### config.mk
export PLATFORM = sky130hd
export DESIGN_NAME = mismatch_scoreboard
export DESIGN_NICKNAME = d
export VERILOG_FILES = /design/src/rtl/mismatch_scoreboard_pkg.sv /design/src/rtl/mismatch_scoreboard_sat_counter.sv /design/src/rtl/mismatch_scoreboard.sv
export SDC_FILE = /design/constraint.sdc
export NUM_CORES = 1
export LEC_CHECK = 0
export BUFFER_PORTS_ARGS = -buffer_cell sky130_fd_sc_hd__buf_2
export CAP_MARGIN = 40
export CORE_MARGIN = 1.5
export CORE_UTILIZATION = 50
export CTS_CLUSTER_SIZE = 20
export DETAILED_ROUTE_END_ITERATION = 10
export GPL_ROUTABILITY_DRIVEN = 1
export PLACE_DENSITY = 0.73
export SYNTH_ARGS = -nofsm -noshare
export SYNTH_HDL_FRONTEND = slang
export SYNTH_SLANG_ARGS = --single-unit
### constraint.sdc
create_clock -name clk -period 6.03 [get_ports clk]
set_input_delay 0 -clock clk [delete_from_list [all_inputs] [get_ports clk]]
set_output_delay 0 -clock clk [all_outputs]
set_load 0.01 [all_outputs]
### src/rtl/mismatch_scoreboard_pkg.sv
// Shared types and default widths for the reference-vs-DUT mismatch scoreboard.
package mismatch_scoreboard_pkg;

  typedef enum logic [1:0] {
    IDLE   = 2'd0,
    RUN    = 2'd1,
    REPORT = 2'd2
  } state_t;

  localparam int CNT_W_DEF  = 16;
  localparam int TIME_W_DEF = 32;

endpackage

### src/rtl/mismatch_scoreboard_sat_counter.sv
// Saturating up-counter: clear has priority over increment, holds at all-ones.
module sat_counter #(
  parameter int W = 16
) (
  input  logic         clk,
  input  logic         resetn,
  input  logic         clr,
  input  logic         inc,
  output logic [W-1:0] q
);

  localparam logic [W-1:0] ONE = {{(W-1){1'b0}}, 1'b1};

  function automatic logic [W-1:0] sat_inc(input logic [W-1:0] v);
    return (&v) ? v : v + ONE;
  endfunction

  always_ff @(posedge clk) begin
    if (!resetn)
      q <= '0;
    else if (clr)
      q <= '0;
    else if (inc)
      q <= sat_inc(q);
  end

endmodule

### src/rtl/mismatch_scoreboard.sv
// Scoreboard comparing reference and DUT dout/out_n each RUN cycle, with a
// valid/ready report of saturating mismatch statistics at the end of a run.
module mismatch_scoreboard
  import mismatch_scoreboard_pkg::*;
#(
  parameter int CNT_W  = CNT_W_DEF,
  parameter int TIME_W = TIME_W_DEF
) (
  input  logic              clk,
  input  logic              resetn,
  input  logic              start,
  input  logic              stop,
  input  logic              ref_dout,
  input  logic              dut_dout,
  input  logic              ref_out_n,
  input  logic              dut_out_n,
  output logic              mismatch,
  output logic [CNT_W-1:0]  samples,
  output logic [CNT_W-1:0]  err_dout,
  output logic [CNT_W-1:0]  err_out_n,
  output logic [CNT_W-1:0]  err_total,
  output logic              first_err_valid,
  output logic [TIME_W-1:0] first_err_time,
  output logic              busy,
  output logic              rpt_valid,
  input  logic              rpt_ready
);

  state_t            state, state_nxt;
  logic              run, clr;
  logic              m_d, m_n, any;
  logic [TIME_W-1:0] cyc;

  always_ff @(posedge clk) begin
    if (!resetn)
      state <= IDLE;
    else
      state <= state_nxt;
  end

  always_comb begin
    state_nxt = state;
    case (state)
      IDLE:    if (start)     state_nxt = RUN;
      RUN:     if (stop)      state_nxt = REPORT;
      REPORT:  if (rpt_ready) state_nxt = IDLE;
      default:                state_nxt = IDLE;
    endcase
  end

  assign run       = (state == RUN);
  assign clr       = (state == IDLE) && start;
  assign busy      = run;
  assign rpt_valid = (state == REPORT);

  assign m_d = ref_dout ^ dut_dout;
  assign m_n = ref_out_n ^ dut_out_n;
  assign any = m_d | m_n;

  sat_counter #(.W(CNT_W)) u_samples (
    .clk(clk), .resetn(resetn), .clr(clr), .inc(run), .q(samples)
  );

  sat_counter #(.W(CNT_W)) u_err_dout (
    .clk(clk), .resetn(resetn), .clr(clr), .inc(run & m_d), .q(err_dout)
  );

  sat_counter #(.W(CNT_W)) u_err_out_n (
    .clk(clk), .resetn(resetn), .clr(clr), .inc(run & m_n), .q(err_out_n)
  );

  sat_counter #(.W(CNT_W)) u_err_total (
    .clk(clk), .resetn(resetn), .clr(clr), .inc(run & any), .q(err_total)
  );

  // Run-relative cycle index; saturates so a very long run still timestamps.
  sat_counter #(.W(TIME_W)) u_cyc (
    .clk(clk), .resetn(resetn), .clr(clr), .inc(run), .q(cyc)
  );

  always_ff @(posedge clk) begin
    if (!resetn) begin
      first_err_valid <= 1'b0;
      first_err_time  <= '0;
    end else if (clr) begin
      first_err_valid <= 1'b0;
      first_err_time  <= '0;
    end else if (run && any && !first_err_valid) begin
      first_err_valid <= 1'b1;
      first_err_time  <= cyc;
    end
  end

  always_ff @(posedge clk) begin
    if (!resetn)
      mismatch <= 1'b0;
    else
      mismatch <= run & any;
  end

endmodule

==> results of run 1 <==
final cells by class:
type                            count  area, um2
Fill cell                        1007       4200
Timing Repair Buffer              122        698
Tap cell                          143        179
Clock buffer                       17        425
Multi-Input combinational cell    548       3200
Clock inverter                     15        236
Sequential cell                   132       2640
Inverter                           10       37.5
critical path, delay by kind of cell, from the launching register on:
family | cells | cell delay [ns]
AOI/OAI and AO/OA | 2 | 0.55
DFF | 1 | 0.38
buffers and inverters | 3 | 0.93
and+or+nand+nor | 3 | 0.76
metal layers:
| layer | vias up | GRT usage | share of wire |
|---|---|---|---|
| met1 | 2664 | 0.301 | 0.45 |
| met3 | 19 | 0.0728 | 0.067 |
| li1 | 2822 | - | - |
| met2 | 161 | 0.383 | 0.46 |
| met5 | - | 0 | 0 |
| met4 | 0 | 0.103 | 0.019 |
worst max path at each step:
| stage | end | slack (ns) |
|---|---|---|
| after floorplan | u_cyc.q[1]$_SDFFE_PP0P_ | 4.09 |
| after global placement | first_err_time[30]$_SDFFE_PP0P_ | 3.15 |
| after detailed placement | first_err_time[22]$_SDFFE_PP0P_ | 3.39 |
| after CTS | first_err_time[22]$_SDFFE_PP0P_ | 3.30 |
| after global routing | first_err_time[25]$_SDFFE_PP0P_ | 3.09 |
| final | first_err_time[22]$_SDFFE_PP0P_ | 3.32 |
layout by cell type, fill, tap and decap left out, types with 6 or more instances in the layout:
cell type,n
bufinv_16,6
and3_1,11
xor2_1,13
nor2_1,64
and4_1,10
or4_1,20
nand4_1,22
and2_1,6
or3_1,14
o21ai_0,16
buf_2,109
nand3_1,35
o211ai_1,12
clkbuf_16,17
nor3_1,16
xnor2_1,40
a21oi_1,60
o31ai_1,12
nor4_1,16
dfxtp_1,132
inv_1,10
nand2_1,116
through the flow:
stage / area, um2 / setup slack [ns]
3_3_place_gp: 6620 / 3.15
6_report: 7420 / 3.32
5_1_grt: 7420 / 3.09
4_1_cts: 7420 / 3.30
2_1_floorplan: 6040 / 4.09
3_5_place_dp: 6710 / 3.39
state kept, by name, summed over array words and instances (netlist names):
name and flops:
first_err_time 32, first_err_valid 1, mismatch 1, state 2, u_cyc.q 32, u_err_dout.q 16
u_err_out_n.q 16, u_err_total.q 16, u_samples.q 16
power groups by stage:
stage | Combinational [mW] | Sequential, mW | Clock, mW
floorplan | 0.0566 | 0.900 | 0
global placement | 0.0736 | 0.900 | 0
detailed placement | 0.0848 | 0.900 | 0
CTS | 0.0880 | 0.881 | 1.16
global route | 0.0962 | 0.882 | 1.20
finish | 0.0883 | 0.882 | 1.15
cell families after synthesis:
| kind of cell | Yosys count | synth area share |
|---|---|---|
| compound gates | 137 | 0.141 |
| xor+xnor | 53 | 0.0768 |
| fa+ha+maj | 5 | 0.0104 |
| buf+inv | 47 | 0.0354 |
| flops | 132 | 0.437 |
| mux | 1 | 0.00166 |
| simple gates | 352 | 0.297 |
==> flow_summary_export.csv, run 1 <==
group,metric,value,unit
clock_network,cts_sinks,132,
setup_path,cp_max_fo,19,
hold_path,whs_endpoint,"u_err_dout.q[1]$_SDFFE_PP0P_",
placed_design,hpwl,10300,um
synth,avgSynthCellArea,8.31,um2
timing,rsz0062_at_grt,"false",
clock_network,cts_tree,"done",
synth,ys_ff_latch,132,
synth,yosysMostFrequentCell,"dfxtp_1",
synth,yosys-top-cells-count,"132 x dfxtp_1, 116 x nand2_1, 65 x nor2_1",
die,coreArea,11600,um2
timing,hold_viol,0,
setup_path,path_cells,"nand2b_4 > inv_1 > o21ai_0 > buf_2 > nor2_2 > buf_8 > nand2_1 > a21oi_1",
final_layout,final_cells,987,
synth,synth_cells,727,
die,start_util,0.520,
clock_network,clock-root-buffer,"clkbuf_16",
setup_path,path_class,"flip-flop to flip-flop",
detailed_routing,route.detailed.drc,0,
detailed_routing,drt-initial-drc-count,287,
power_and_ir_drop,clkPwrFrac,0.542,
power_and_ir_drop,intPower,1.67,mW
timing,holdWs,0.140,ns
power_and_ir_drop,ir_drop,0.181,mV
synth,synth-edff-count,0,
timing,setup_viol,0,
setup_path,rrSetupSlack,3.32,ns
synth,async_flop_share,0,
clock_network,cts_setup_buffers,0,
clock_network,postCtsHoldBufs,5,
clock_network,insertion_delay,0.42,ns
setup_path,reg2reg_to,"first_err_time[22]$_SDFFE_PP0P_",
power_and_ir_drop,pwr-share-seq,0.416,
final_layout,num_antenna_cells,0,
power_and_ir_drop,p_leak,2.71,nW
timing,finalSetupTns,0,ns
flow_run,maxCapViolCount,0,
setup_path,arrival,3.05,ns
hold_path,hp-start,"ref_dout",
grt,grt_pass1_wl,24800,um
timing,relSlewSlack,0.448,
synth,synth_top_flop_cell,"dfxtp_1",
setup_path,cp.required,6.37,ns
die,die_w,113,um
timing,finalCriticalPeriod,2.71,ns
setup_path,reg2reg_depth,8,
die,die_y,113,um
detailed_routing,detail-route-antenna-nets,0,
synth,synthesis.area,6040,um2
timing,fin_skew,0.00605,ns
synth,synth_area_leaders,"dfxtp_1 44%, nand2_1 7.2%, xnor2_1 5.8%, a21oi_1 5.0%, nor2_1 4.0%",
setup_path,setup.worst_path.end_class,"flip-flop",
grt,gr-total-overflow,0,
setup_path,crit_path_start_kind,"flip-flop",
setup_path,startpoint,"state[1]$_SDFFE_PN0P_",
placed_design,dpl.cell_count,950,
hold_path,whs_path_depth,4,
power_and_ir_drop,switching_power,0.446,mW
power_and_ir_drop,pwr_density_cell,286,nW/um2
clock_network,htree_levels,4,
setup_path,max_stage_delay,0.48,ns
setup_path,slowest_stage,"nor2_2",
die,rows,39,
detailed_routing,wire_per_inst,15.3,um
power_and_ir_drop,p_comb_frac,0.042,
power_and_ir_drop,p_sw_frac,0.210,
detailed_routing,drtPass1Iterations,4,
timing,min_period_over_period,0.449,
synth,synth.top_cell.area_share,0.437,
placed_design,place.port_buffers,108,
final_layout,area_growth,22.8,%
die,die_area,12700,um2
final_layout,layout-drive-gt1-share,0.201,
detailed_routing,vias,5666,
placed_design,gp_congestion,0.868,
setup_path,r2r-start,"state[1]$_SDFFE_PN0P_",
grt,grt_pass1_vias,5242,
synth,synth_warnings,0,
synth,synth_nets,741,
clock_network,cts_resized,0,
synth,ys_seq_area_frac,0.437,
final_layout,finalNetCount,845,
clock_network,cts.clk_slew.worst_paths,0.05,ns
timing,max_freq,0.369,GHz
synth,synth_cell_types,60,
timing,worst_pin_slew,0.820,ns
status,status,"finished clean",
grt,antenna_found_initial,0,
power_and_ir_drop,p_total,2.12,mW
detailed_routing,wl,15100,um
grt,grt_start_max_net_pins,72,
timing,slew_viol_final,0,
detailed_routing,viasPerCell,5.74,
clock_network,cts_buffers,17,
die,ios,109,
hold_path,min_path_type,"primary input to flip-flop",
clock_network,clockBufferDepth,2,
synth,yosysTopAreaCell,"dfxtp_1",
grt,grt_usage,0.239,
final_layout,fin_util,0.639,
(Power assumes the default switching activity.)
==> run 2, diff against run 1 <==
Settings changed: ABC_AREA set to 1, PLACE_DENSITY 0.73 to 0.72.
Clock period 6.03 ns to 2.82 ns, I/O delays scaled along.
==> run 2 against run 1 <==
Compared with the run above: sequential share of layout area down 2.3 points; design area rose by 7.0%; combinational power rose to 3.3 times the previous value; sequential power rose by 120%; clock skew rose by 0.0013 ns; flip-flop and latch count did not move; first-iteration DRC count up 86%; register-to-register slack worse by 2.9 ns; worst setup slack lost 3.0 ns; critical path depth up 2; largest cell class unchanged.
==> flow_summary_export.csv, run 2 <==
group,metric,value,unit
setup_path,setup.worst_path.end_class,"flip-flop",
clock_network,clockBufferDepth,2,
setup_path,reg2reg_to,"first_err_time[27]$_SDFFE_PP0P_",
synth,synth_top_flop_cell,"dfxtp_1",
timing,worst_pin_slew,0.857,ns
clock_network,cts.clk_slew.worst_paths,0.05,ns
power_and_ir_drop,p_leak,3.25,nW
setup_path,startpoint,"dut_out_n",
detailed_routing,wl_met2,7030,um
setup_path,reg2reg_depth,8,
timing,setup_ws,0.359,ns
setup_path,path_class,"primary input to flip-flop",
detailed_routing,vias,6557,
power_and_ir_drop,p_comb_frac,0.069,
synth,synthesis.area,6730,um2
timing,holdWs,0.171,ns
setup_path,r2r-start,"state[0]$_SDFFE_PN0P_",
synth,ys_seq_area_frac,0.393,
clock_network,cts_tree,"done",
timing,rsz0062_at_grt,"false",
timing,fin_skew,0.00735,ns
synth,synth.top_cell.area_share,0.393,
die,die_y,119,um
timing,hold_viol,0,
final_layout,layout-drive-gt1-share,0.147,
clock_network,cts_resized,0,
hold_path,hp-start,"dut_dout",
setup_path,cp.required,3.16,ns
detailed_routing,wl,16000,um
die,rows,42,
placed_design,hpwl,11000,um
status,status,"finished clean",
clock_network,htree_levels,4,
timing,min_period_over_period,0.873,
final_layout,nFillCells,1302,
power_and_ir_drop,p_sw_frac,0.239,
synth,synth_warnings,0,
setup_path,crit_path_start_kind,"primary input",
placed_design,place.port_buffers,108,
timing,slew_viol_final,0,
synth,synth_nets,1019,
clock_network,cts_buffers,17,
final_layout,num_antenna_cells,0,
clock_network,insertion_delay,0.42,ns
final_layout,final_cell_mix,"325 x nand2_1, 136 x nor2_1, 132 x dfxtp_1",
synth,synth_area_leaders,"dfxtp_1 39%, nand2_1 18%, a21oi_1 7.7%, nor2_1 7.6%, xor2_1 4.6%",
final_layout,multi_input_area,3620,um2
power_and_ir_drop,intPower,3.24,mW
detailed_routing,route.detailed.drc,0,
synth,synth_cells,1005,
detailed_routing,met3WireLength,701,um
hold_path,whs_path_depth,6,
hold_path,whs_endpoint,"first_err_valid$_SDFFE_PP0P_",
flow_run,maxCapViolCount,0,
die,die_w,119,um
synth,avgSynthCellArea,6.70,um2
clock_network,cts_sinks,132,
die,die_area,14200,um2
final_layout,area_growth,17.8,%
timing,finalSetupTns,0,ns
hold_path,min_path_type,"primary input to flip-flop",
placed_design,pre_cts_slack,0.482,ns
detailed_routing,top_layer,"met4",
die,coreArea,13200,um2
timing,max_freq,0.406,GHz
detailed_routing,detail-route-antenna-nets,0,
synth,async_flop_share,0,
placed_design,gp_congestion,0.912,
timing,relSlewSlack,0.428,
grt,grt_start_max_net_pins,74,
die,start_util,0.510,
synth,yosysMostFrequentCell,"nand2_1",
grt,gr-total-overflow,0,
detailed_routing,drt-initial-drc-count,534,
power_and_ir_drop,ir_drop,0.423,mV
synth,synth-edff-count,0,
grt,grt_pass1_wl,27100,um
grt,antenna_found_initial,0,
final_layout,finalNetCount,1122,
setup_path,cp_max_fo,52,
timing,finalCriticalPeriod,2.46,ns
clock_network,clock-root-buffer,"clkbuf_16",
power_and_ir_drop,pwr_density_cell,537,nW/um2
power_and_ir_drop,p_total,4.26,mW
detailed_routing,viasPerCell,5.07,
power_and_ir_drop,switching_power,1.02,mW
synth,yosys-top-cells-count,"326 x nand2_1, 136 x nor2_1, 132 x dfxtp_1",
synth,yosysTopAreaCell,"dfxtp_1",
detailed_routing,wl_met1,8000,um
final_layout,regArea,2640,um2
grt,grt_pass1_vias,5804,
synth,ys_ff_latch,132,
final_layout,reg_top3,"first_err_time x32, u_cyc.q x32",
setup_path,rrSetupSlack,0.46,ns
power_and_ir_drop,pwr-share-seq,0.452,
die,ios,109,
power_and_ir_drop,clkPwrFrac,0.479,
grt,grt_usage,0.233,
setup_path,arrival,2.81,ns
timing,setup_viol,0,
synth,synth_cell_types,33,
final_layout,layout_commonest_cell,"nand2_1",
detailed_routing,drtPass1Iterations,5,
detailed_routing,wire_per_inst,12.4,um
[run 2: changes by cell type in the layout (fill, tap and decap cells not counted), moves of 20 or more]
cell | previous run | this run
nand3_1 | 35 | 56
xnor2_1 | 40 | 20
nand2_1 | 116 | 325
or4_1 | 20 | 0
inv_1 | 10 | 69
xor2_1 | 13 | 35
nor2_1 | 64 | 136
a21oi_1 | 60 | 103
[run 2: final cells by class]
class | instances | share of cell area
clock inverter | 5 | 0.00662
multi-input combinational | 765 | 0.457
sequential | 132 | 0.333
clock buffer | 24 | 0.0607
inverter | 74 | 0.0350
timing repair buffer | 118 | 0.0798
tap | 176 | 0.0278
[run 2: how the worst max path moves through the flow]
| stage | endpoint | depth (start not counted) |
|---|---|---|
| floorplan | u_samples.q[11]$_SDFFE_PP0P_ | 9 |
| global placement | first_err_time[17]$_SDFFE_PP0P_ | 8 |
| detailed placement | first_err_time[27]$_SDFFE_PP0P_ | 7 |
| CTS | first_err_time[25]$_SDFFE_PP0P_ | 10 |
| global route | first_err_time[27]$_SDFFE_PP0P_ | 10 |
| finish | first_err_time[27]$_SDFFE_PP0P_ | 10 |
[run 2: cells by family (layout without fill, tap and decap cells)]
kind of cell             Yosys count  after routing  share of synthesized area
AO/OA/AOI/OAI                    140            140                      0.106
AND/OR/NAND/NOR                  565            565                      0.351
adder cells (fa/ha/maj)            5              5                    0.00929
XOR/XNOR                          55             55                     0.0716
buffers and inverters            108            221                     0.0693
flip-flops                       132            132                      0.393
[run 2: power by group through the flow]
stage | Sequential, mW | Combinational, mW | Clock, mW
6_report | 1.93 | 0.294 | 2.04
5_1_grt | 1.93 | 0.331 | 2.14
4_1_cts | 1.93 | 0.296 | 2.07
3_5_place_dp | 1.97 | 0.286 | 0
3_3_place_gp | 1.97 | 0.282 | 0
2_1_floorplan | 1.98 | 0.205 | 0
[run 2: what timing repair did]
item / 4_1_cts / 5_1_grt
hold buffers: 7 / 0
hold endpoints to repair: 3 / 0
setup buffers: 0 / 0
[run 2: per-layer routing]
metal,track usage,vias up
met3,0.0426,28
li1,-,3415
met4,0.0873,0
met5,0,-
met2,0.367,160
met1,0.318,2954
[run 2: stage by stage]
stage | area, um2 | std cells | utilization
floorplan | 6730 | 1005 | -
global placement | 7330 | 1258 | 0.556
detailed placement | 7330 | 1258 | 0.556
CTS | 7930 | 1294 | 0.601
global route | 7930 | 1294 | 0.601
finish | 7930 | 1294 | 0.601
[run 2: critical path, cell delays in order]
cell and delay (ns):
dlygate4sd3_1 0.54, buf_2 0.13, nand2_1 0.04, dlygate4sd3_1 0.55, nand3_2 0.11, nand2_1 0.15, nand2_1 0.28, inv_2 0.66
o21ai_0 0.17, a21oi_1 0.13
==> run 3, diff against run 2 <==
Settings changed: CAP_MARGIN 40 to 5, CTS_BUF_LIST set to sky130_fd_sc_hd__clkbuf_16, SETUP_SLACK_MARGIN set to 0.15.
==> run 3 against run 2 <==
Compared with the run above: routed wire length fell by 0.32%; die area is the same; count of clock-buffer cells in the layout decreased by 7; combinational power about the same; register-to-register slack better by 0.23 ns; total power is 2.4% lower; worst hold slack improved by 0.0018 ns; final cell count unchanged; flip-flop and latch count stayed put; utilization fell by 0.21 points; design area fell by 0.35%; critical path type unchanged; critical endpoint unchanged; largest cell class unchanged; largest power group unchanged.
==> flow_summary_export.csv, run 3 (synthesis gave the netlist of run 2 again) <==
group,metric,value,unit
timing,hold_viol,0,
clock_network,insertion_delay,0.42,ns
timing,max_freq,0.448,GHz
final_layout,area_growth,17.4,%
setup_path,cp_max_fo,52,
clock_network,clockBufferDepth,2,
final_layout,num_antenna_cells,0,
final_layout,final_cell_mix,"325 x nand2_1, 136 x nor2_1, 132 x dfxtp_1",
setup_path,slowest_stage,"dlygate4sd3_1",
grt,antenna_found_initial,0,
timing,slew_viol_final,0,
detailed_routing,vias,6560,
clock_network,cts_buffers,17,
die,die_y,119,um
die,ios,109,
setup_path,crit_path_start_kind,"primary input",
placed_design,gp_congestion,0.912,
detailed_routing,route.detailed.drc,0,
final_layout,reg_top3,"first_err_time x32, u_cyc.q x32",
die,rows,42,
timing,finalSetupTns,0,ns
setup_path,max_stage_delay,0.55,ns
timing,holdWs,0.173,ns
flow_run,maxCapViolCount,0,
final_layout,finalNetCount,1122,
clock_network,cts.clk_slew.worst_paths,0.05,ns
timing,finalCriticalPeriod,2.23,ns
setup_path,cp_common_cell,"nand2_1",
timing,min_period_over_period,0.792,
grt,gr-total-overflow,0,
power_and_ir_drop,p_leak,3.25,nW
timing,rsz0062_at_grt,"false",
power_and_ir_drop,ir_drop,0.421,mV
timing,worst_pin_slew,0.877,ns
clock_network,cts_sinks,132,
die,start_util,0.510,
hold_path,min_path_type,"primary input to flip-flop",
setup_path,cp.required,3.17,ns
clock_network,htree_levels,4,
detailed_routing,wl,16000,um
grt,grt_pass1_vias,5802,
timing,relSlewSlack,0.415,
setup_path,arrival,2.58,ns
clock_network,cts_tree,"done",
timing,fin_skew,0.00777,ns
timing,setup_viol,0,
clock_network,cts_setup_buffers,0,
detailed_routing,drtPass1Iterations,5,
setup_path,crit_family,"buffers and inverters",
grt,grt_pass1_wl,27000,um
grt,grt_start_max_net_pins,74,
power_and_ir_drop,pwr_density_cell,527,nW/um2
die,die_w,119,um
detailed_routing,drt-initial-drc-count,551,
die,coreArea,13200,um2
status,status,"finished clean",
placed_design,hpwl,11000,um
die,die_area,14200,um2
setup_path,setup.worst_path.end_class,"flip-flop",
setup_path,critical_path_buf_inv_count,4,
grt,grt_usage,0.232,
setup_path,path_class,"primary input to flip-flop",
placed_design,place.port_buffers,108,
final_layout,layout_commonest_cell,"nand2_1",
detailed_routing,wire_per_inst,12.4,um
detailed_routing,detail-route-antenna-nets,0,
final_layout,layout-drive-gt1-share,0.144,
clock_network,clock-root-buffer,"clkbuf_16",
detailed_routing,viasPerCell,5.07,
setup_path,path_cells,"dlygate4sd3_1 > buf_2 > nand2_1 > dlygate4sd3_1 > nand3_2 > nand2_1 > nand2_1 > inv_4 > o21ai_0 > a21oi_1",
==> run 3: worst paths after layout <==
path | start | end | slack (ns) | depth (start not counted)
setup / recovery | dut_out_n | first_err_time[27]$_SDFFE_PP0P_ | 0.59 | 10
hold reg to reg | first_err_time[8]$_SDFFE_PP0P_ | first_err_time[8]$_SDFFE_PP0P_ | 0.46 | 2
hold / removal | dut_dout | first_err_valid$_SDFFE_PP0P_ | 0.17 | 6
setup reg to reg | state[0]$_SDFFE_PN0P_ | first_err_time[27]$_SDFFE_PP0P_ | 0.69 | 8
==> run 3: what timing repair did <==
action	4_1_cts	5_1_grt
setup endpoints to repair	0	14
hold buffers	7	0
endpoints found under the hold margin	3	0
resized for setup	0	2
==> run 3: worst min-delay path, delay by kind of cell <==
family / cells / cell delay (ns)
compound gates: 1 / 0.09
simple gates: 3 / 0.31
buf+inv: 2 / 0.17
==> run 3: layout make-up <==
class,instances,area [um2]
Inverter,74,280
Timing Repair Buffer,118,633
Multi-Input combinational cell,765,3620
Fill cell,1309,5290
Clock buffer,17,425
Tap cell,176,220
Clock inverter,12,78.8
Sequential cell,132,2640
==> run 3: where the power goes <==
group	internal (mW)	switching [mW]	total, mW
sequential	1.90	0.0261	1.93
clock	1.16	0.775	1.94
combinational	0.0798	0.214	0.294
total	3.15	1.02	4.16
==> run 3: per-stage QoR <==
stage	power, mW	util	instance area, um2	std cells	setup WS [ns]
after global routing	4.31	0.599	7910	1294	0.324
after detailed placement	2.25	0.556	7330	1258	0.482
after CTS	4.19	0.599	7900	1294	0.378
after floorplan	2.18	-	6730	1005	1.13
after global placement	2.25	0.556	7330	1258	0.603
final	4.16	0.599	7910	1294	0.586
==> run 3: per-layer routing <==
layer | up-vias | part of all wire | GRT usage
li1 | 3412 | - | -
met1 | 2956 | 0.50 | 0.317
met2 | 164 | 0.44 | 0.364
met3 | 28 | 0.050 | 0.0474
met4 | 0 | 0.017 | 0.0821
met5 | - | 0 | 0
